==> src/rtl/main_fsm.sv <==
// main_fsm: multicycle RV32I control FSM sequencing ALU, memory, IR, PC and register file.
// Moore strobes decoded from state; pc_write and illegal_op add zero/op terms.
module main_fsm (
    input  logic       clk,
    input  logic       reset_n,
    input  logic [6:0] op,
    input  logic       zero,
    output logic       pc_write,
    output logic       adr_src,
    output logic       mem_write,
    output logic       ir_write,
    output logic       reg_write,
    output logic [1:0] result_src,
    output logic [1:0] alu_src_a,
    output logic [1:0] alu_src_b,
    output logic [1:0] alu_op,
    output logic       illegal_op,
    output logic [3:0] state
);
    typedef enum logic [3:0] {
        FETCH     = 4'd0,
        DECODE    = 4'd1,
        MEM_ADR   = 4'd2,
        MEM_READ  = 4'd3,
        MEM_WB    = 4'd4,
        MEM_WRITE = 4'd5,
        EXEC_R    = 4'd6,
        ALU_WB    = 4'd7,
        EXEC_I    = 4'd8,
        JAL       = 4'd9,
        BEQ       = 4'd10
    } state_t;

    localparam logic [6:0] OP_LW  = 7'b0000011;
    localparam logic [6:0] OP_SW  = 7'b0100011;
    localparam logic [6:0] OP_R   = 7'b0110011;
    localparam logic [6:0] OP_I   = 7'b0010011;
    localparam logic [6:0] OP_JAL = 7'b1101111;
    localparam logic [6:0] OP_BEQ = 7'b1100011;

    state_t state_q, state_d;
    logic   pc_update, branch;

    always_ff @(posedge clk or negedge reset_n) begin
        if (!reset_n) state_q <= FETCH;
        else          state_q <= state_d;
    end

    always_comb begin
        state_d    = FETCH;
        pc_update  = 1'b0;
        branch     = 1'b0;
        adr_src    = 1'b0;
        mem_write  = 1'b0;
        ir_write   = 1'b0;
        reg_write  = 1'b0;
        result_src = 2'b00;
        alu_src_a  = 2'b00;
        alu_src_b  = 2'b00;
        alu_op     = 2'b00;
        illegal_op = 1'b0;
        case (state_q)
            FETCH: begin
                ir_write   = 1'b1;
                pc_update  = 1'b1;
                alu_src_b  = 2'b10;
                result_src = 2'b10;
                state_d    = DECODE;
            end
            DECODE: begin
                // old PC + imm lands in ALUOut as the branch target
                alu_src_a = 2'b01;
                alu_src_b = 2'b01;
                case (op)
                    OP_LW, OP_SW: state_d = MEM_ADR;
                    OP_R:         state_d = EXEC_R;
                    OP_I:         state_d = EXEC_I;
                    OP_JAL:       state_d = JAL;
                    OP_BEQ:       state_d = BEQ;
                    default:      illegal_op = 1'b1;
                endcase
            end
            MEM_ADR: begin
                alu_src_a = 2'b10;
                alu_src_b = 2'b01;
                state_d   = (op == OP_LW) ? MEM_READ : (op == OP_SW) ? MEM_WRITE : FETCH;
            end
            MEM_READ: begin
                adr_src = 1'b1;
                state_d = MEM_WB;
            end
            MEM_WB: begin
                result_src = 2'b01;
                reg_write  = 1'b1;
            end
            MEM_WRITE: begin
                adr_src   = 1'b1;
                mem_write = 1'b1;
            end
            EXEC_R: begin
                alu_src_a = 2'b10;
                alu_op    = 2'b10;
                state_d   = ALU_WB;
            end
            ALU_WB: reg_write = 1'b1;
            EXEC_I: begin
                alu_src_a = 2'b10;
                alu_src_b = 2'b01;
                alu_op    = 2'b10;
                state_d   = ALU_WB;
            end
            JAL: begin
                alu_src_a = 2'b01;
                alu_src_b = 2'b10;
                pc_update = 1'b1;
                state_d   = ALU_WB;
            end
            BEQ: begin
                alu_src_a = 2'b10;
                alu_op    = 2'b01;
                branch    = 1'b1;
            end
            default: ;
        endcase
    end

    assign pc_write = pc_update | (branch & zero);
    assign state    = state_q;
endmodule

==> config.mk <==
export PLATFORM = sky130hd
export DESIGN_NAME = main_fsm
export DESIGN_NICKNAME = d
export VERILOG_FILES = /design/src/rtl/main_fsm.sv
export SDC_FILE = /design/constraint.sdc
export NUM_CORES = 1
export LEC_CHECK = 0
export CAP_MARGIN = 20
export CORE_AREA = 5 5 42 44
export CTS_CLUSTER_SIZE = 25
export DETAILED_ROUTE_END_ITERATION = 7
export DIE_AREA = 0 0 47 49
export DONT_BUFFER_PORTS = 1
export PLACE_DENSITY_LB_ADDON = 0.2
export SYNTH_ARGS = -nofsm -noshare
export SYNTH_HDL_FRONTEND = slang
export SYNTH_SLANG_ARGS = --single-unit
==> constraint.sdc <==
create_clock -name clk -period 1.5 [get_ports clk]
set_clock_uncertainty 0.15 [all_clocks]
set_input_delay 0.225 -clock clk [delete_from_list [all_inputs] [get_ports clk]]
set_output_delay 0.225 -clock clk [all_outputs]
set_load 0.05 [all_outputs]
==> results of run 1 <==
-- logic make-up (layout without fill, tap and decap cells) --
logic type | Yosys count | after routing
xor gates and xnor gates | 2 | 2
buffers and inverters | 7 | 47
muxes | 1 | 1
and+or+nand+nor | 37 | 37
DFF | 4 | 4
AOI/OAI and AO/OA | 16 | 16
-- path summary, 6_finish.rpt --
kind                       slack [ns]  cells after the start        end
hold reg to reg                  0.61                      3   state[2]
setup reg to reg                -0.03                      6   state[1]
max in group asynchronous        0.86                      1   state[1]
hold / removal                   0.08                      2   state[2]
setup / recovery                -0.28                      2  reg_write
min in group asynchronous        0.12                      1   state[2]
-- metrics by stage --
stage	hold slack, ns	power, W	std cells
after floorplan	-0.221	0.00106	67
after CTS	0.0251	0.00182	116
final	0.0762	0.00200	123
after global routing	0.0904	0.00207	123
after detailed placement	-0.221	0.00162	109
after global placement	-0.221	0.00161	109
-- final cells by class --
type / instances / area share
multi-input cells: 56 / 0.440
flip-flops and latches: 4 / 0.0853
inverters: 3 / 0.00914
clock buffers: 3 / 0.0183
well taps: 16 / 0.0162
repair buffers: 41 / 0.431
-- per-layer routing --
metal / global-route usage / part of all wire / wire [µm]
met1: 0.198 / 0.36 / 825
met3: 0.0332 / 0.063 / 143
met2: 0.330 / 0.57 / 1300
met5: 0 / 0 / 0
met4: 0.0737 / 0.0083 / 19
-- power by group through the flow --
| stage | logic (W) | clock network (W) | registers (W) |
|---|---|---|---|
| CTS | 0.00151 | 0.000145 | 0.000162 |
| detailed placement | 0.00146 | 0 | 0.000158 |
| global route | 0.00175 | 0.000153 | 0.000164 |
| global placement | 0.00145 | 0 | 0.000158 |
| finish | 0.00170 | 0.000141 | 0.000162 |
| floorplan | 0.000847 | 0 | 0.000215 |
-- placed cells by master (no fill, tap or decap), drive strengths merged, types with 3 or more instances in the layout --
cell type / n
nand2b: 5
nand2: 3
nand3: 3
nor4: 3
a21oi: 4
dfrtp: 4
clkbuf: 3
inv: 3
dlygate4sd3: 3
o21ai: 4
buf: 38
nor2: 14
-- timing repair --
action / in CTS / in global routing
hold endpoints to repair: 5 / 0
setup endpoints to repair: 14 / 17
pin swaps: 2 / 5
resized for setup: 13 / 23
hold buffers: 3 / 0
buffers inserted: 1 / 7
==> results.yml, run 1 <==
layout:
  finalInstanceArea_um2: 1230
  drive_above_1_share: 0.720
  regArea_um2: 105
  diodes: 0
  largest_reg_flops: 4
  nets: 119
  area_growth_pct: 148
  multi_input_comb_area_um2: 542
  fin_util: 0.879
  fillers: 72
floorplanning:
  die_h_um: 49
  io-pin-count: 28
  design.die.area_um2: 2300
  start_util: 0.354
  fp.coreArea_um2: 1400
  die_width_um: 47
  rows: 14
yosys:
  ys_warn_count: 0
  synth-compound-area-share: 0.219
  synthSimpleGateAreaFrac: 0.416
  synthAdderAreaFrac: 0
  synth_top_family_by_area: "simple AND/OR/NAND/NOR gates"
  synth_area_um2: 497
  synth-xor-area-share: 0.0353
  synth_top_area_frac: 0.202
  syn_area_per_cell_um2: 7.41
  synth_top_area_cell: "dfrtp_1"
  synth_area_leaders: "dfrtp_1, nor2_1, buf_6"
  synth_edf_count: 0
  synthesis.nets: 77
  ys_seq_area_frac: 0.202
  ys.flop_type: "dfrtp_1"
  synthTopCellsByCount: "nor2_1, a21oi_1, dfrtp_1"
  yosysMostFrequentCell: "nor2_1"
  synth.distinct_cells: 29
  ys_seq_elements: 4
  syn_inst: 67
  synthArstFlopShare: 1.00
  synth.area.mux_share: 0.0227
clocking:
  clk_pin_slew_ns: 0.04
  clk_path_buf_depth: 2
  clockRootBuffer: "clkbuf_4"
  htreeDepth: 1
  cts_tree: "done"
  clkSinkCount: 4
  insertion_delay_ns: 0.24
  numCtsBuffers: 3
worst_hold_path:
  hp-start: "op[0]"
  hp-class: "in2reg"
sta:
  fin_crit_sh: 1.19
  worst_slack_ns: -0.278
  final.setup.tns_ns: -3.13
  hold_viol_final: 0
  grt_setup_unrepaired: "true"
  max_slew_margin: 0.810
  max_freq_mhz: 562
  final.min_clock_period_ns: 1.78
  slew_viol_final: 0
  setup_viol: 17
  worst_slew_pin_slew_ns: 0.282
setup_path:
  r2r-start: "state[0]"
  crit_path_cell_trace: "or2b_4, and3b_2"
  criticalPathCategory: "reg2out"
  cp_max_fo: 6
  start_kind: "register"
  cp_slowest_cell: "dfrtp_2"
  cp_num_buf_inv: 0
  cpLargestDelayFamily: "simple AND/OR/NAND/NOR gates"
  critPathMaxStageDelay_ns: 0.46
  cp.required_ns: 1.12
  endpoint_kind: "output port"
  cp-startpoint: "state[3]"
  arrival_ns: 1.40
drt:
  vias: 700
  drc_errors: 0
  wirelength_um: 2290
  wl_per_cell_um: 18.6
  first_pass_iters: 4
  antenna_left: 0
  viasPerCell: 5.69
  initialDrtViolationCount: 11
power:
  total_leakage_power_nw: 0.490
  max-vdd-ir-drop_uv: 1250
  pwr-share-seq: 0.081
  comb_power_share: 0.848
  p_switching_w: 0.000993
  pwr-share-clk: 0.071
  power_density_nw_per_um2: 1620
  p_int_w: 0.00101
  netSwitchingFraction: 0.496
run:
  drv_cap: 0
place:
  placed_cell_area_um2: 973
  place_hpwl_um: 1410
  place.gp.congestion: 0.862
  pre_cts_ws_ns: -0.0485
  port_buffers: 0
global_routing:
  grt_max_degree: 11
  overflow: 0
  grt_use_total: 0.184
  grt_pass1_vias: 689
  grt_pass1_wl_um: 3110
  antenna_found_initial: 0
status:
  outcome: "finished with violations"
  violations: "negative setup slack"
No activity file was read; power rests on OpenSTA's default activity.
==> inputs of run 2 (changes only) <==
--- a/config.mk
+++ b/config.mk
@@ -6,6 +6,8 @@
 export NUM_CORES = 1
 export LEC_CHECK = 0
 export CAP_MARGIN = 20
+export CELL_PAD_IN_SITES_DETAIL_PLACEMENT = 0
+export CELL_PAD_IN_SITES_GLOBAL_PLACEMENT = 1
 export CORE_AREA = 5 5 42 44
 export CTS_CLUSTER_SIZE = 25
 export DETAILED_ROUTE_END_ITERATION = 7
==> results.yml, run 2 (synthesis gave the netlist of run 1 again) <==
floorplanning:
  design.die.area_um2: 2300
  rows: 14
  die_h_um: 49
  die_width_um: 47
  start_util: 0.354
  fp.coreArea_um2: 1400
  io-pin-count: 28
place:
  dp_cells: 107
  place.gp.congestion: 0.868
  port_buffers: 0
  place_hpwl_um: 1310
power:
  pwr-share-clk: 0.072
  p_switching_w: 0.000954
  max-vdd-ir-drop_uv: 1290
  power_density_nw_per_um2: 1650
  comb_power_share: 0.841
  netSwitchingFraction: 0.492
  total_leakage_power_nw: 0.472
  p_int_w: 0.000986
  pwr-share-seq: 0.087
global_routing:
  overflow: 0
  antenna_found_initial: 0
  grt_max_degree: 9
  grt_pass1_vias: 670
  grt_pass1_wl_um: 3060
  grt_use_total: 0.182
drt:
  vias: 650
  wirelength_um: 1930
  initialDrtViolationCount: 6
  first_pass_iters: 4
  drc_errors: 0
  wl_per_cell_um: 15.9
  antenna_left: 0
  viasPerCell: 5.33
layout:
  area_growth_pct: 137
  final_common_cell: "buf_4"
  largest_reg_flops: 4
  diodes: 0
  nets: 118
  drive_above_1_share: 0.679
  final_cell_mix: "buf_4, buf_12, nor2_4, nor2_1, buf_6"
  final_cells: 122
  fin_util: 0.838
clocking:
  clk_path_buf_depth: 2
  clk_pin_slew_ns: 0.04
  htreeDepth: 1
  cts_tree: "done"
  insertion_delay_ns: 0.25
  clockRootBuffer: "clkbuf_4"
  clkSinkCount: 4
  numCtsBuffers: 3
sta:
  worst_slew_pin_slew_ns: 0.296
  max_slew_margin: 0.800
  grt_setup_unrepaired: "true"
  slew_viol_final: 0
  worst_slack_ns: -0.267
  finalHoldWorstSlack_ns: -0.00315
  hold_viol_final: 1
  fin_crit_sh: 1.18
  setup_viol: 14
  max_freq_mhz: 566
  final.min_clock_period_ns: 1.77
setup_path:
  cp.required_ns: 1.12
  cp_slowest_cell: "dfrtp_2"
  arrival_ns: 1.39
  criticalPathCategory: "reg2out"
  cp_max_fo: 6
  crit_path_cell_trace: "or2b_4, and3b_2"
  critPathMaxStageDelay_ns: 0.45
  start_kind: "register"
  endpoint_kind: "output port"
status:
  outcome: "finished with violations"
  violations: "negative hold slack, negative setup slack"
worst_hold_path:
  hp-class: "in2reg"
run:
  drv_cap: 0
run 2: cell types whose count changed in the layout (fill, tap and decap cells not counted), sizes merged:
cell,before,now
dlygate4sd3,3,2
run 2: timing repair:
| action | CTS | global route |
|---|---|---|
| buffers inserted | 5 | 5 |
| endpoints found under the hold margin | 5 | 0 |
| pin swaps | 3 | 1 |
| setup endpoints to repair | 14 | 16 |
| resized for setup | 15 | 10 |
| hold buffers | 2 | 0 |
run 2: final timing paths:
check / from / endpoint / slack (ns) / cells after the start
max: state[3] / reg_write / -0.27 / 2
min: op[5] / state[2] / -0.003 / 2
max reg2reg: state[3] / state[3] / 0.01 / 3
min reg2reg: state[2] / state[3] / 0.62 / 3
max in group asynchronous: reset_n / state[1] / 0.90 / 1
min in group asynchronous: reset_n / state[3] / 0.10 / 1
run 2: worst max-delay path, delay by kind of cell (launching register included):
kind,cells,cell delay [ns]
flops,1,0.45
simple gates,2,0.70
run 2: power groups by stage:
stage	sequential, W	combinational [W]	clock [W]
2_1_floorplan	0.000215	0.000847	0
3_3_place_gp	0.000167	0.00144	0
5_1_grt	0.000173	0.00170	0.000160
6_report	0.000168	0.00163	0.000140
4_1_cts	0.000163	0.00154	0.000133
3_5_place_dp	0.000167	0.00145	0
run 2: layout make-up:
type	count	area, µm²
sequential	4	105
tap	16	20.0
fill	85	226
timing repair buffer	40	500
clock buffer	3	22.5
multi-input combinational	56	515
inverter	3	11.3
run 2: layer usage:
metal	wire [µm]	up-vias	track usage
met4	43	0	0.0829
met5	0	-	0
li1	-	315	-
met3	91	4	0.0332
met2	1120	22	0.324
met1	677	309	0.195
run 2: through the flow:
step | total power, W | setup slack (ns) | instance area, µm² | setup TNS, ns | hold slack [ns]
floorplan | 0.00106 | -0.311 | 627 | -2.55 | -0.221
global placement | 0.00161 | -0.00927 | 958 | -0.0148 | -0.221
detailed placement | 0.00161 | -0.0217 | 958 | -0.0619 | -0.221
CTS | 0.00183 | -0.241 | 1100 | -2.46 | 0.000988
global route | 0.00203 | -0.328 | 1170 | -3.67 | 0.00370
finish | 0.00194 | -0.267 | 1170 | -2.83 | -0.00315
